==> config.mk <==
export PLATFORM = sky130hd
export DESIGN_NAME = spi_peripheral_param_flat
export DESIGN_NICKNAME = d
export VERILOG_FILES = /design/src/rtl/spi_pkg.sv /design/src/rtl/spi_peripheral_param_if.sv /design/src/rtl/spi_sync.sv /design/src/rtl/spi_peripheral_param.sv /design/src/flat_wrapper.sv
export SDC_FILE = /design/constraint.sdc
export NUM_CORES = 1
export LEC_CHECK = 0
export ABC_AREA = 1
export CAP_MARGIN = 20
export CORE_UTILIZATION = 53
export DETAILED_ROUTE_END_ITERATION = 12
export GPL_TIMING_DRIVEN = 0
export HOLD_SLACK_MARGIN = 0.02
export PLACE_DENSITY = 0.78
export SKIP_LAST_GASP = 1
export SLEW_MARGIN = 20
export SYNTH_ARGS = -nofsm -noshare
export SYNTH_HDL_FRONTEND = slang
export SYNTH_HIERARCHICAL = 1
export SYNTH_SLANG_ARGS = --single-unit
==> constraint.sdc <==
create_clock -name clk -period 1.6 [get_ports clk]
set_input_delay 0.48 -clock clk [delete_from_list [all_inputs] [get_ports clk]]
set_output_delay 0.48 -clock clk [all_outputs]
set_load 0.01 [all_outputs]
==> src/rtl/spi_pkg.sv <==
// Shared types and helpers for the SPI peripheral: FSM state encoding and
// the mode decode that picks which SCLK edge samples MOSI.
package spi_pkg;

  typedef enum logic [1:0] {
    IDLE  = 2'd0,
    LOAD  = 2'd1,
    SHIFT = 2'd2
  } spi_state_e;

  // Modes 0 and 3 sample on the rising edge, modes 1 and 2 on the falling edge.
  function automatic logic sample_on_rise(input logic cpol, input logic cpha);
    return (cpol == cpha);
  endfunction

endpackage

==> src/rtl/spi_peripheral_param_if.sv <==
// Word-level receive/transmit handshake between the SPI peripheral and the
// command front end.
interface spi_peripheral_param_if #(
  parameter int DATA_W = 8
) ();

  logic [DATA_W-1:0] rx_data;
  logic              rx_valid;
  logic              rx_ready;
  logic              rx_overrun;
  logic [DATA_W-1:0] tx_data;
  logic              tx_valid;
  logic              tx_ready;
  logic              tx_underrun;

  modport slave (
    output rx_data, rx_valid, rx_overrun, tx_ready, tx_underrun,
    input  rx_ready, tx_data, tx_valid
  );

  modport master (
    input  rx_data, rx_valid, rx_overrun, tx_ready, tx_underrun,
    output rx_ready, tx_data, tx_valid
  );

endinterface

==> src/rtl/spi_sync.sv <==
// Multi-flop synchroniser for one asynchronous pin; all stages reset to
// RST_VAL so the pin's idle level is seen from the first cycle.
module spi_sync #(
  parameter int   STAGES  = 2,
  parameter logic RST_VAL = 1'b0
) (
  input  logic clk,
  input  logic rst_n,
  input  logic d_i,
  output logic q_o
);

  logic [STAGES-1:0] sync_q;

  // Shift the pin value through the synchroniser chain.
  always_ff @(posedge clk or negedge rst_n) begin
    if (!rst_n) begin
      sync_q <= {STAGES{RST_VAL}};
    end else begin
      sync_q <= {sync_q[STAGES-2:0], d_i};
    end
  end

  assign q_o = sync_q[STAGES-1];

endmodule

==> src/rtl/spi_peripheral_param.sv <==
// Full-duplex oversampled SPI slave, any CPOL/CPHA, DATA_W-bit words.
// Define SPI_LSB_FIRST_EN to shift both directions LSB first (default MSB first).
module spi_peripheral_param
  import spi_pkg::*;
#(
  parameter int DATA_W      = 8,
  parameter int SYNC_STAGES = 2,
  parameter bit CPOL        = 1'b0,
  parameter bit CPHA        = 1'b0
) (
  input  logic                 clk,
  input  logic                 rst_n,
  input  logic                 ss_n,
  input  logic                 sclk,
  input  logic                 mosi,
  output logic                 miso,
  output logic                 busy,
  spi_peripheral_param_if.slave bus
);

`ifdef SPI_LSB_FIRST_EN
  localparam bit LsbFirst = 1'b1;
`else
  localparam bit LsbFirst = 1'b0;
`endif

  localparam bit              SampleRise = sample_on_rise(CPOL, CPHA);
  localparam int              CW         = $clog2(DATA_W);
  localparam logic [CW-1:0]   LastCnt    = CW'(DATA_W - 1);

  function automatic logic first_bit(input logic [DATA_W-1:0] w);
    return LsbFirst ? w[0] : w[DATA_W-1];
  endfunction

  function automatic logic [DATA_W-1:0] tx_advance(input logic [DATA_W-1:0] w);
    return LsbFirst ? {1'b0, w[DATA_W-1:1]} : {w[DATA_W-2:0], 1'b0};
  endfunction

  function automatic logic [DATA_W-1:0] rx_insert(input logic [DATA_W-1:0] w, input logic b);
    return LsbFirst ? {b, w[DATA_W-1:1]} : {w[DATA_W-2:0], b};
  endfunction

  logic ss_s, sclk_s, mosi_s;
  spi_sync #(.STAGES(SYNC_STAGES), .RST_VAL(1'b1)) u_sync_ss   (.clk(clk), .rst_n(rst_n), .d_i(ss_n), .q_o(ss_s));
  spi_sync #(.STAGES(SYNC_STAGES), .RST_VAL(CPOL)) u_sync_sclk (.clk(clk), .rst_n(rst_n), .d_i(sclk), .q_o(sclk_s));
  spi_sync #(.STAGES(SYNC_STAGES), .RST_VAL(1'b0)) u_sync_mosi (.clk(clk), .rst_n(rst_n), .d_i(mosi), .q_o(mosi_s));

  spi_state_e        state_q, state_d;
  logic              sclk_prev_q;
  logic              miso_q, miso_d;
  logic [DATA_W-1:0] tx_sh_q, tx_sh_d;
  logic [DATA_W-1:0] rx_sh_q, rx_sh_d;
  logic [CW-1:0]     cnt_q, cnt_d;
  logic [DATA_W-1:0] hold_q, hold_d;
  logic              tx_ready_q, tx_ready_d;
  logic [DATA_W-1:0] rx_data_q, rx_data_d;
  logic              rx_valid_q, rx_valid_d;
  logic              ovr_q, ovr_d;
  logic              und_q, und_d;
  logic              busy_q;

  logic rise_s, fall_s, sample_s, shift_s;
  logic tx_wr_s, load_s, do_sample_s, do_shift_s, word_done_s;
  logic [DATA_W-1:0] load_word_s, rx_next_s;

  assign rise_s      = sclk_s & ~sclk_prev_q;
  assign fall_s      = ~sclk_s & sclk_prev_q;
  assign sample_s    = SampleRise ? rise_s : fall_s;
  assign shift_s     = SampleRise ? fall_s : rise_s;
  assign tx_wr_s     = bus.tx_valid & tx_ready_q;
  assign load_s      = (state_q == LOAD);
  // A write landing in the LOAD cycle bypasses the holding register.
  assign load_word_s = tx_wr_s ? bus.tx_data : (tx_ready_q ? {DATA_W{1'b0}} : hold_q);
  assign do_sample_s = (state_q == SHIFT) & ~ss_s & sample_s;
  // With CPHA=0 the first bit is already on miso, so the shift edge before the first sample is skipped.
  assign do_shift_s  = (state_q == SHIFT) & ~ss_s & shift_s & (CPHA | (cnt_q != {CW{1'b0}}));
  assign word_done_s = do_sample_s & (cnt_q == LastCnt);
  assign rx_next_s   = rx_insert(rx_sh_q, mosi_s);

  // FSM next-state decode.
  always_comb begin
    state_d = state_q;
    if (ss_s) begin
      state_d = IDLE;
    end else begin
      case (state_q)
        IDLE:    state_d = LOAD;
        LOAD:    state_d = SHIFT;
        SHIFT:   state_d = (sample_s && (cnt_q == LastCnt)) ? LOAD : SHIFT;
        default: state_d = IDLE;
      endcase
    end
  end

  // Datapath next-state: holding register, shifters, bit counter, rx handshake.
  always_comb begin
    miso_d     = miso_q;
    tx_sh_d    = tx_sh_q;
    rx_sh_d    = rx_sh_q;
    cnt_d      = cnt_q;
    hold_d     = hold_q;
    tx_ready_d = tx_ready_q;
    rx_data_d  = rx_data_q;
    rx_valid_d = rx_valid_q;
    ovr_d      = 1'b0;
    und_d      = 1'b0;

    if (load_s) begin
      tx_ready_d = 1'b1;
      und_d      = tx_ready_q & ~tx_wr_s;
      cnt_d      = {CW{1'b0}};
      if (CPHA) begin
        tx_sh_d = load_word_s;
      end else begin
        tx_sh_d = tx_advance(load_word_s);
        miso_d  = first_bit(load_word_s);
      end
    end else if (tx_wr_s) begin
      hold_d     = bus.tx_data;
      tx_ready_d = 1'b0;
    end else begin
      hold_d = hold_q;
    end

    if (do_shift_s) begin
      miso_d  = first_bit(tx_sh_q);
      tx_sh_d = tx_advance(tx_sh_q);
    end else begin
      tx_sh_d = tx_sh_d;
    end

    if (rx_valid_q && bus.rx_ready) begin
      rx_valid_d = 1'b0;
    end else begin
      rx_valid_d = rx_valid_q;
    end

    if (do_sample_s) begin
      rx_sh_d = rx_next_s;
      cnt_d   = cnt_q + CW'(1);
      if (word_done_s) begin
        rx_data_d  = rx_next_s;
        rx_valid_d = 1'b1;
        ovr_d      = rx_valid_q & ~bus.rx_ready;
      end else begin
        rx_data_d = rx_data_q;
      end
    end else begin
      rx_sh_d = rx_sh_q;
    end

    // Deselect abandons any partial word and parks miso low.
    if (ss_s) begin
      miso_d = 1'b0;
      cnt_d  = {CW{1'b0}};
    end else begin
      miso_d = miso_d;
    end
  end

  // State and datapath registers.
  always_ff @(posedge clk or negedge rst_n) begin
    if (!rst_n) begin
      state_q     <= IDLE;
      sclk_prev_q <= CPOL;
      miso_q      <= 1'b0;
      tx_sh_q     <= {DATA_W{1'b0}};
      rx_sh_q     <= {DATA_W{1'b0}};
      cnt_q       <= {CW{1'b0}};
      hold_q      <= {DATA_W{1'b0}};
      tx_ready_q  <= 1'b1;
      rx_data_q   <= {DATA_W{1'b0}};
      rx_valid_q  <= 1'b0;
      ovr_q       <= 1'b0;
      und_q       <= 1'b0;
      busy_q      <= 1'b0;
    end else begin
      state_q     <= state_d;
      sclk_prev_q <= sclk_s;
      miso_q      <= miso_d;
      tx_sh_q     <= tx_sh_d;
      rx_sh_q     <= rx_sh_d;
      cnt_q       <= cnt_d;
      hold_q      <= hold_d;
      tx_ready_q  <= tx_ready_d;
      rx_data_q   <= rx_data_d;
      rx_valid_q  <= rx_valid_d;
      ovr_q       <= ovr_d;
      und_q       <= und_d;
      busy_q      <= (state_d != IDLE);
    end
  end

  assign miso            = miso_q;
  assign busy            = busy_q;
  assign bus.rx_data     = rx_data_q;
  assign bus.rx_valid    = rx_valid_q;
  assign bus.rx_overrun  = ovr_q;
  assign bus.tx_ready    = tx_ready_q;
  assign bus.tx_underrun = und_q;

endmodule

==> src/flat_wrapper.sv <==
// flat-port wrapper written by rule: the top's interface ports become plain ports
module spi_peripheral_param_flat import spi_pkg::*;
#(
  parameter int DATA_W      = 8,
  parameter int SYNC_STAGES = 2,
  parameter bit CPOL        = 1'b0,
  parameter bit CPHA        = 1'b0
)
  (clk, rst_n, ss_n, sclk, mosi, miso, busy, bus_rx_data, bus_rx_valid, bus_rx_overrun, bus_tx_ready, bus_tx_underrun, bus_rx_ready, bus_tx_data, bus_tx_valid);
  spi_peripheral_param_if #(.DATA_W(DATA_W)) bus_i ();
  input  logic clk;
  input  logic rst_n;
  input  logic ss_n;
  input  logic sclk;
  input  logic mosi;
  output logic miso;
  output logic busy;
  output wire logic [$bits(bus_i.rx_data)-1:0] bus_rx_data;
  output wire logic [$bits(bus_i.rx_valid)-1:0] bus_rx_valid;
  output wire logic [$bits(bus_i.rx_overrun)-1:0] bus_rx_overrun;
  output wire logic [$bits(bus_i.tx_ready)-1:0] bus_tx_ready;
  output wire logic [$bits(bus_i.tx_underrun)-1:0] bus_tx_underrun;
  input wire logic [$bits(bus_i.rx_ready)-1:0] bus_rx_ready;
  input wire logic [$bits(bus_i.tx_data)-1:0] bus_tx_data;
  input wire logic [$bits(bus_i.tx_valid)-1:0] bus_tx_valid;
  assign bus_rx_data = bus_i.rx_data;
  assign bus_rx_valid = bus_i.rx_valid;
  assign bus_rx_overrun = bus_i.rx_overrun;
  assign bus_tx_ready = bus_i.tx_ready;
  assign bus_tx_underrun = bus_i.tx_underrun;
  assign bus_i.rx_ready = bus_rx_ready;
  assign bus_i.tx_data = bus_tx_data;
  assign bus_i.tx_valid = bus_tx_valid;
  spi_peripheral_param #(.DATA_W(DATA_W), .SYNC_STAGES(SYNC_STAGES), .CPOL(CPOL), .CPHA(CPHA)) u_core (.clk(clk), .rst_n(rst_n), .ss_n(ss_n), .sclk(sclk), .mosi(mosi), .miso(miso), .busy(busy), .bus(bus_i));
endmodule
==> reports/results.ini <==
[status]
status=completed

[global_routing]
wire_length_of_the_first_global_routing_pass_um=5960
globalRouteOverflowTotal=0
grt_pass1_vias=1331
grt_util_all_layers_pct=19.6
largest_net_degree_at_the_start_of_global_routing=28
grt_antenna_before_repair=0

[pwr]
p_leak_nw=1.30
worst_voltage_drop_across_the_vdd_grid_mv=0.667
design_power_total_w=0.00285
power-per-cell-area_nw_per_um2=1160

[detailed_routing]
postRouteAntennaNets=0
totalWireLength_um=3320
drt-wirelength-per-cell_um=11.2
drt_drc_violations_left=0
num_vias=1453
drt_iter0_markers=95
drt_pre_antenna_iters=4
routed_via_density=4.89

[critical_path]
path_class=register to register
cp-start-kind=register
cp_data_required_time_ps=1800
path_max_fanout=10
worst-endpoint-arrival_ps=1680
timing.critical_path.to_type=register

[synth]
synth.lib_cells_used.distinct=27
syn_avg_cell_area_um2=9.53
postSynthRegisterBits=48
synthesis.instances=211
post_synth_instance_area_um2=2010
yosys_warnings=6
synth_seq_area_share_pct=59.9
mappedNetlistNets=229

[finish]
drive_above_1_share_pct=15.3
finish.net_count=266
growth_of_design_area_from_synthesis_to_finish_pct=22.5
postLayoutCoreUtil_pct=67.3
final-instance-count-excl-fill=297
antenna_cells_inserted=0
postLayoutCellArea_um2=2460

[placement]
dpl-instance-area_um2=2370
place_hpwl_um=2440
dpl_worst_slack_ps=-221
post-place-cells=288
io_buffer_count=28
globalplace.congestion=0.832

[cts]
cts-root-buf=sky130_fd_sc_hd__clkbuf_8
tritoncts=yes
cts_buffer_count=5
clkSinkCount=48
cts.clk_slew.worst_paths_ps=90
cts_max_path_buffers=2
ctsHoldBuffers=0
ctsHtreeMaxLevel=2
clk-insertion-delay-late_ps=300

[die]
io-pin-count=29
die_area_um2=4040
coreArea_um2=3660
placement_rows=22
initial_utilization_pct=54.9
fp.dieH_um=63.6
dieWidth_um=63.6

[timing]
min_period_over_period_pct=92.7
report.final.setup_viol=0
tightestPinTransition_ps=500
max-slew-margin-rel_pct=66.7
fmax_mhz=674
post-route-min-period_ps=1480
final.setup.worst_slack_ps=116
timing.clock.skew_ps=11.6
timing.final.max_slew_violations=0
hold_viol=0

[run]
cap_viol_max_count=0

[worst_hold_path]
worst_hold_path_type=input pin to async pin

metrics by stage:
step | hold slack, ps | setup TNS [ps]
floorplan | 184 | 0
global placement | 333 | -59190
detailed placement | 336 | -1830
CTS | 142 | -16.1
global route | 161 | -0.904
finish | 133 | 0
registers in the layout, indices dropped and copies added (netlist names), 2 cells and up:
signal / count
u_core/cnt_q: 3
u_core/u_sync_mosi/sync_q: 2
u_core/rx_sh_q: 7
u_core/u_sync_ss/sync_q: 2
u_core/tx_sh_q: 7
u_core/hold_q: 8
u_core/state_q: 2
u_core/bus.rx_data: 8
u_core/u_sync_sclk/sync_q: 2
final timing paths:
check,from,endpoint,slack [ps],cells past startpoint
max in group asynchronous,rst_n,u_core/bus.tx_ready,890,2
worst max register to register,u_core/cnt_q[0],u_core/miso,120,11
min in group clk,u_core/u_sync_sclk/sync_q[0],u_core/u_sync_sclk/sync_q[1],350,0
worst max-delay path,u_core/cnt_q[0],u_core/miso,120,11
worst min register to register,u_core/u_sync_sclk/sync_q[0],u_core/u_sync_sclk/sync_q[1],350,0
worst min-delay path,rst_n,u_core/tx_sh_q[1],130,1
synth_stat cells (all sizes together):
cell type	count	area [µm²]
clkinv	1	3.75
mux2	1	11.3
nand3	6	30.0
o22ai	1	6.26
nor3	2	15.0
o21ai	28	144
dfrtp	45	1130
a21oi	11	58.8
nand2	71	305
buf	5	42.5
nor2	14	73.8
inv	20	77.6
dfstp	3	78.8
ha	3	37.5
critical path, stage by stage, from the launching register on:
cell and delay [ps]:
sky130_fd_sc_hd__dfrtp_1 370, sky130_fd_sc_hd__inv_1 70, sky130_fd_sc_hd__ha_1 200, sky130_fd_sc_hd__inv_1 50, sky130_fd_sc_hd__nor2_1 40, sky130_fd_sc_hd__nor2_2 190
sky130_fd_sc_hd__nand2_2 80, sky130_fd_sc_hd__buf_6 140, sky130_fd_sc_hd__nand2_1 80, sky130_fd_sc_hd__nand2_1 60, sky130_fd_sc_hd__nand2_1 60, sky130_fd_sc_hd__nand2_1 40
metal layers:
layer	global-route usage [%]	wire, µm	part of all wire [%]
met5	0	0	0
met2	31.3	1500	45
met3	5.62	180	5.4
met4	9.38	74	2.2
met1	24.5	1560	47
kinds of logic after synthesis:
| family | Yosys count | synth area share, % |
|---|---|---|
| adder cells (fa/ha/maj) | 3 | 1.87 |
| AND/OR/NAND/NOR | 93 | 21.1 |
| multiplexers | 1 | 0.560 |
| flip-flops | 48 | 59.9 |
| buffers and inverters | 26 | 6.16 |
| AO/OA/AOI/OAI | 40 | 10.4 |
area by class of cell:
| type | instances | area, µm² |
|---|---|---|
| repair buffers | 30 | 282 |
| clock inverters | 2 | 35.0 |
| fillers | 303 | 1200 |
| inverters | 21 | 81.3 |
| well taps | 48 | 60.1 |
| flip-flops and latches | 48 | 1200 |
| clock buffers | 6 | 72.6 |
| multi-input cells | 137 | 684 |
| plain buffers | 5 | 42.5 |
cells in the final DEF, fill, tap and decap left out, types with 2 or more instances in the layout:
master	instances
sky130_fd_sc_hd__dfstp_2	3
sky130_fd_sc_hd__nand2_1	64
sky130_fd_sc_hd__nor2_2	2
sky130_fd_sc_hd__ha_1	3
sky130_fd_sc_hd__clkdlybuf4s50_1	13
sky130_fd_sc_hd__buf_4	3
sky130_fd_sc_hd__nor2_1	11
sky130_fd_sc_hd__nand2_2	4
sky130_fd_sc_hd__nand3_1	6
sky130_fd_sc_hd__buf_2	2
sky130_fd_sc_hd__clkbuf_8	5
sky130_fd_sc_hd__dlygate4sd2_1	13
sky130_fd_sc_hd__o21ai_0	25
sky130_fd_sc_hd__inv_1	15
sky130_fd_sc_hd__dfrtp_1	45
sky130_fd_sc_hd__nand2_4	2
sky130_fd_sc_hd__inv_2	4
sky130_fd_sc_hd__o21ai_1	2
sky130_fd_sc_hd__a21oi_1	10
sky130_fd_sc_hd__buf_6	2
power breakdown:
group / switching, W / total, W / internal (W)
Sequential: 0.000117 / 0.00155 / 0.00143
Combinational: 0.000258 / 0.000451 / 0.000193
Clock: 0.000388 / 0.000851 / 0.000464
Total: 0.000763 / 0.00285 / 0.00209
what timing repair did:
action	in CTS	in global routing
setup endpoints to repair	14	8
pin swaps	0	1
setup buffers	0	1
resized for setup	14	3
No activity file was read; power rests on OpenSTA's default activity.
